<file path="src/rtl/instr_fetch_unit_pkg.sv">
// Shared constants and state encoding for the instruction fetch front-end.
package instr_fetch_unit_pkg;

  // Default widths; IM_LENGTH_DEF must track the instruction memory depth.
  localparam int unsigned IM_LENGTH_DEF   = 9;
  localparam int unsigned INSTR_WIDTH_DEF = 32;

  // Output queue geometry.
  localparam int unsigned QUEUE_DEPTH = 2;
  localparam int unsigned CNT_W       = 2;

  typedef enum logic {
    IDLE = 1'b0,
    RUN  = 1'b1
  } fetch_state_t;

endpackage

</file>
<file path="src/rtl/instr_fetch_unit_queue.sv">
// fetch_queue: 2-entry FIFO of {addr, instr} pairs; entry 0 is always the head.
// Ports:
//   CLK, RESET          clock, synchronous active-high reset
//   push, push_addr,    write a new entry at the tail
//   push_instr
//   pop                 drop the head entry
//   flush               empty the queue (wins over push/pop)
//   head_addr,          head entry contents (registered)
//   head_instr
//   count, valid        occupancy and non-empty flag
module fetch_queue
  import instr_fetch_unit_pkg::*;
#(
  parameter int unsigned AW = IM_LENGTH_DEF,
  parameter int unsigned DW = INSTR_WIDTH_DEF
) (
  input  logic             CLK,
  input  logic             RESET,
  input  logic             push,
  input  logic [AW-1:0]    push_addr,
  input  logic [DW-1:0]    push_instr,
  input  logic             pop,
  input  logic             flush,
  output logic [AW-1:0]    head_addr,
  output logic [DW-1:0]    head_instr,
  output logic [CNT_W-1:0] count,
  output logic             valid
);

  logic [AW-1:0]    addr0, addr1;
  logic [DW-1:0]    instr0, instr1;
  logic [CNT_W-1:0] cnt;
  logic             pop_ok;
  logic             push_ok;

  // Ignore pops on empty and pushes that would overflow.
  assign pop_ok  = pop & (cnt != '0);
  assign push_ok = push & ((cnt != CNT_W'(QUEUE_DEPTH)) | pop_ok);

  // Storage and occupancy; the head shifts forward on pop.
  always_ff @(posedge CLK) begin
    if (RESET) begin
      cnt    <= '0;
      addr0  <= '0;
      addr1  <= '0;
      instr0 <= '0;
      instr1 <= '0;
    end else if (flush) begin
      cnt <= '0;
    end else begin
      case ({push_ok, pop_ok})
        2'b10: begin
          if (cnt == '0) begin
            addr0  <= push_addr;
            instr0 <= push_instr;
          end else begin
            addr1  <= push_addr;
            instr1 <= push_instr;
          end
          cnt <= cnt + CNT_W'(1);
        end
        2'b01: begin
          addr0  <= addr1;
          instr0 <= instr1;
          cnt    <= cnt - CNT_W'(1);
        end
        2'b11: begin
          if (cnt == CNT_W'(QUEUE_DEPTH)) begin
            addr0  <= addr1;
            instr0 <= instr1;
            addr1  <= push_addr;
            instr1 <= push_instr;
          end else begin
            addr0  <= push_addr;
            instr0 <= push_instr;
          end
        end
        default: ;
      endcase
    end
  end

  assign head_addr  = addr0;
  assign head_instr = instr0;
  assign count      = cnt;
  assign valid      = (cnt != '0);

endmodule

</file>
<file path="src/rtl/instr_fetch_unit.sv">
// instr_fetch_unit: fetch front-end between the PC module, a 1-cycle-latency
// instruction memory and decode.
// Ports:
//   CLK, RESET                  clock, synchronous active-high reset
//   ENABLE                      run request
//   NPC                         next sequential address from the PC module
//   PC_OUT, PC_EN               fetch address / latch strobe to the PC module
//   IM_ADDR, IM_EN, IM_DATA     instruction memory read port
//   BRANCH_TAKEN, BRANCH_TARGET single-cycle redirect
//   STALL                       decode not ready
//   INSTR, INSTR_PC,            head of the output queue
//   INSTR_VALID
module instr_fetch_unit
  import instr_fetch_unit_pkg::*;
#(
  parameter int unsigned IM_LENGTH   = IM_LENGTH_DEF,
  parameter int unsigned INSTR_WIDTH = INSTR_WIDTH_DEF
) (
  input  logic                   CLK,
  input  logic                   RESET,
  input  logic                   ENABLE,
  input  logic [IM_LENGTH-1:0]   NPC,
  output logic [IM_LENGTH-1:0]   PC_OUT,
  output logic                   PC_EN,
  output logic [IM_LENGTH-1:0]   IM_ADDR,
  output logic                   IM_EN,
  input  logic [INSTR_WIDTH-1:0] IM_DATA,
  input  logic                   BRANCH_TAKEN,
  input  logic [IM_LENGTH-1:0]   BRANCH_TARGET,
  input  logic                   STALL,
  output logic [INSTR_WIDTH-1:0] INSTR,
  output logic [IM_LENGTH-1:0]   INSTR_PC,
  output logic                   INSTR_VALID
);

  fetch_state_t           state, state_nxt;
  logic [IM_LENGTH-1:0]   fetch_addr;
  logic [IM_LENGTH-1:0]   inflight_addr;
  logic [IM_LENGTH-1:0]   pend_target;
  logic                   pend_valid;
  logic                   inflight;
  logic                   issue;
  logic                   credit_ok;
  logic                   pop;
  logic                   push;
  logic [CNT_W-1:0]       q_count;

  assign pop  = INSTR_VALID & ~STALL;
  // A redirect squashes the response arriving this cycle.
  assign push = inflight & ~BRANCH_TAKEN;

  // State register.
  always_ff @(posedge CLK) begin
    if (RESET) state <= IDLE;
    else       state <= state_nxt;
  end

  // Next state, fetch address and issue decision.
  always_comb begin
    state_nxt  = state;
    issue      = 1'b0;
    fetch_addr = NPC;
    if (pend_valid)   fetch_addr = pend_target;
    if (BRANCH_TAKEN) fetch_addr = BRANCH_TARGET;
    // Queued + in-flight words, net of this cycle's pop, must leave a free slot.
    credit_ok = (3'(q_count) + 3'(inflight)) < (3'(QUEUE_DEPTH) + 3'(pop));
    case (state)
      IDLE: begin
        if (ENABLE) state_nxt = RUN;
      end
      RUN: begin
        issue = ~RESET & (BRANCH_TAKEN | credit_ok);
        if (!ENABLE) state_nxt = IDLE;
      end
      default: state_nxt = IDLE;
    endcase
  end

  // In-flight tracking and redirect held over while idle.
  always_ff @(posedge CLK) begin
    if (RESET) begin
      inflight      <= 1'b0;
      inflight_addr <= '0;
      pend_valid    <= 1'b0;
      pend_target   <= '0;
    end else begin
      inflight <= issue;
      if (issue) inflight_addr <= fetch_addr;
      if (issue) begin
        pend_valid <= 1'b0;
      end else if (BRANCH_TAKEN && (state == IDLE)) begin
        pend_valid  <= 1'b1;
        pend_target <= BRANCH_TARGET;
      end
    end
  end

  fetch_queue #(
    .AW (IM_LENGTH),
    .DW (INSTR_WIDTH)
  ) u_queue (
    .CLK        (CLK),
    .RESET      (RESET),
    .push       (push),
    .push_addr  (inflight_addr),
    .push_instr (IM_DATA),
    .pop        (pop),
    .flush      (BRANCH_TAKEN),
    .head_addr  (INSTR_PC),
    .head_instr (INSTR),
    .count      (q_count),
    .valid      (INSTR_VALID)
  );

  assign PC_OUT  = fetch_addr;
  assign IM_ADDR = fetch_addr;
  assign IM_EN   = issue;
  assign PC_EN   = issue;

endmodule
</file>
<file path="config.mk">
export PLATFORM = sky130hd
export DESIGN_NAME = instr_fetch_unit
export DESIGN_NICKNAME = d
export VERILOG_FILES = /design/src/rtl/instr_fetch_unit_pkg.sv /design/src/rtl/instr_fetch_unit_queue.sv /design/src/rtl/instr_fetch_unit.sv
export SDC_FILE = /design/constraint.sdc
export NUM_CORES = 1
export LEC_CHECK = 0
export ABC_AREA = 1
export CORE_AREA = 5 5 111 113
export CTS_BUF_LIST = sky130_fd_sc_hd__clkbuf_16
export DETAILED_ROUTE_END_ITERATION = 8
export DIE_AREA = 0 0 116 118
export MAX_ROUTING_LAYER = met4
export PLACE_DENSITY = 0.75
export SYNTH_ARGS = -nofsm -noshare
export SYNTH_HDL_FRONTEND = slang
export SYNTH_SLANG_ARGS = --single-unit
</file>
<file path="constraint.sdc">
create_clock -name CLK -period 1.6 [get_ports CLK]
set_clock_uncertainty 0.1 [all_clocks]
set_input_delay 0.32 -clock CLK [delete_from_list [all_inputs] [get_ports CLK]]
set_output_delay 0.32 -clock CLK [all_outputs]
set_load 0.005 [all_outputs]
</file>
==> results.json <==
{
  "status": "complete, but fails checks",
  "violations": "negative setup slack",
  "yosys-top-cells-area": "dfxtp_1, nand2_1, inv_1, a21oi_2, a21oi_1",
  "maxClockFrequency_mhz": 521.3,
  "crit_required_ps": 1180,
  "core_area_sq_um": 11220,
  "async_flop_share": 0,
  "dieArea_sq_um": 13690,
  "rr_worst_depth": 12,
  "total_power_mw": 5.579,
  "internal_power_mw": 4.156,
  "p_comb_frac": 0.152,
  "clock_path_buffers": 2,
  "vias": 4912,
  "min_period_ps": 1918,
  "cts_sinks": 105,
  "clock_latency_ps": 340,
  "clk_pin_slew_worst_paths_ps": 70,
  "syn_area_sq_um": 4873,
  "vdd.ir_drop.worst_mv": 0.4146,
  "grt_max_degree": 33,
  "routabilityCongestion": 0.8582,
  "path_max_fanout": 3,
  "regToRegStartpoint": "u_queue.count[0]$_SDFFE_PP0P_",
  "max_slew.worst_pin.slew_ps": 393.2,
  "synth_edf_count": 0,
  "endpoint_kind": "output port",
  "start_kind": "flip-flop",
  "rsz0062_at_grt": "true",
  "drive_gt1_frac": 0.3096,
  "clock-root-buffer": "clkbuf_16",
  "critPathArrivalTime_ps": 1500,
  "slew_headroom": 0.7379,
  "p_sw_mw": 1.422,
  "post_drt_wl_per_cell_um": 14.71,
  "grtUsageTotal": 0.2090,
  "drv_cap": 0,
  "drt-total-wl_um": 14500,
  "diodes": 0,
  "initial_core_util": 0.4342,
  "dp_hpwl_um": 8979,
  "min_to": "u_queue.head_instr[3]$_SDFFE_PP0P_",
  "io_buffers": 116,
  "first_iter_violations": 251,
  "syn_avg_cell_area_sq_um": 7.306,
  "reg2reg_slack_ps": -180,
  "synth.distinct_cells": 26,
  "slew_viol_final": 0,
  "die_y_um": 118,
  "grt_pass1_vias": 4872,
  "antenna_found_initial": 0,
  "yosysSeqAreaShare": 0.4313,
  "synth_top_area_frac": 0.4313,
  "io_pins": 117,
  "ys_ff_latch": 105,
  "numCtsBuffers": 9,
  "synth_top_cell_by_area": "dfxtp_1",
  "areaGrowthSynthToFinish_pct": 56.10,
  "setup_viol": 105,
  "core.rowCount": 39,
  "r2r-end": "u_queue.head_instr[0]$_SDFFE_PP0P_",
  "viasPerCell": 4.982,
  "fin_ws_ps": -318.3,
  "cts_tree": "yes",
  "yosysWarnings": 0,
  "dp_slack_ps": -750.5,
  "grt_overflow": 0,
  "utilization": 0.6778,
  "synth-main-ff-cell": "dfxtp_1",
  "p_seq_frac": 0.487,
  "final.period_utilization": 1.199,
  "antenna_left": 0,
  "power_density_nw_per_um2": 733.3,
  "synthCells": 667,
  "firstDrtPassIters": 5,
  "timing.final.hold_violations": 0,
  "num-fill-cells": 891,
  "holdPathStages": 3,
  "nets": 895,
  "p_sw_frac": 0.2549,
  "htree_levels": 3,
  "leakagePower_nw": 3.297,
  "criticalPathCategory": "flip-flop to output port",
  "power_frac_clock": 0.361,
  "die_x_um": 116,
  "drc": 0,
  "syn_nets": 724,
  "hold_start": "RESET",
  "holdCritPathClass": "input port to flip-flop",
  "grt_pass1_wl_um": 22800
}
==> layout make-up <==
class	instances	area, sq um	area share
multi-input combinational	415	2476	0.3255
clock buffer	9	225.2	0.02961
sequential	105	2117	0.2783
timing repair buffer	207	2181	0.2867
tap	143	178.9	0.02352
clock inverter	7	38.79	0.005099
inverter	100	390.4	0.05132
==> registers in the layout, indices dropped and copies added, names as in the netlist <==
signal / cells
u_queue.instr1: 32
u_queue.addr1: 9
u_queue.head_instr: 32
u_queue.head_addr: 9
pend_valid: 1
inflight_addr: 9
inflight: 1
state: 1
pend_target: 9
u_queue.count: 2
==> metrics by stage <==
stage	TNS, ps	hold WS (ps)	instances	cell area [sq um]
floorplan	-7.873	327.0	667	4911
global placement	-62590	351.5	925	6430
detailed placement	-66690	354.3	925	6430
CTS	-13060	349.1	976	7278
global route	-21670	377.7	986	7607
finish	-13410	346.5	986	7607
==> worst max-delay path: stages (launching register included) <==
cell	delay [ps]
dfxtp_4	360
ha_4	160
ha_4	250
nand2_2	40
nand2_2	50
nand2_2	60
nand2_4	80
inv_4	50
buf_6	110
==> synthesized netlist by cell type, types with 2 or more instances <==
cell type,n
nor2_1,38
buf_2,15
buf_1,2
nand3_1,50
clkbuf_1,9
o21ai_2,6
inv_2,5
dfxtp_1,105
nor2_4,2
ha_1,2
nand2_4,2
o21ai_0,12
a21oi_1,65
o21ai_1,34
a21oi_2,39
clkinv_1,2
inv_1,93
buf_6,3
buf_8,3
buf_4,16
nand2_1,158
nand2_2,2
==> power by group through the flow <==
stage | clock network [mW] | logic, mW | registers (mW)
after floorplan | 0 | 0.321 | 2.76
after global placement | 0 | 0.696 | 2.76
after detailed placement | 0 | 0.708 | 2.76
after CTS | 2.03 | 0.784 | 2.71
after global routing | 2.14 | 0.921 | 2.72
final | 2.02 | 0.849 | 2.71
==> cell usage in the layout (no fill, tap or decap), drive strengths merged <==
master,n
o21ai,53
clkdlybuf4s15,1
inv,101
nand3,50
dlymetal6s2s,3
bufbuf,1
buf,109
a21oi,104
dfxtp,105
nand2,165
clkdlybuf4s50,50
clkbuf,12
dlygate4sd2,40
nor2,41
ha,2
clkinvlp,2
clkinv,4
==> how the worst max path moves through the flow <==
stage          slack, ps  cells after the start         to                           from
5_1_grt             -370                      8      PC_EN  u_queue.count[0]$_SDFFE_PP0P_
4_1_cts             -360                      8      IM_EN  u_queue.count[0]$_SDFFE_PP0P_
3_5_place_dp        -750                      5  PC_OUT[7]                   BRANCH_TAKEN
6_report            -320                      8      IM_EN  u_queue.count[0]$_SDFFE_PP0P_
3_3_place_gp        -700                      5  PC_OUT[7]                   BRANCH_TAKEN
2_1_floorplan         -8                      8      PC_EN  u_queue.count[0]$_SDFFE_PP0P_
==> repair_timing <==
action                                  CTS  global route
endpoints found under the setup margin  147           118
buffers inserted                         28             7
pin swaps                                28            24
cloned                                    7             3
resized for setup                       206            45
hold buffers                              0             0
==> cell families after synthesis <==
kind of cell | synth area share
simple gates | 0.2195
compound gates | 0.1982
buf+inv | 0.1458
flops | 0.4313
fa+ha+maj | 0.005134
==> per-layer routing <==
layer | share of wire | wire [um] | vias up | track usage
li1 | - | - | 2432 | -
met1 | 0.39 | 5706 | 2281 | 0.2375
met2 | 0.53 | 7615 | 160 | 0.3651
met3 | 0.054 | 790 | 39 | 0.04010
met4 | 0.027 | 389 | 0 | 0.06744
met5 | 0 | 0 | - | -
Power figures use the tool's default switching activity.
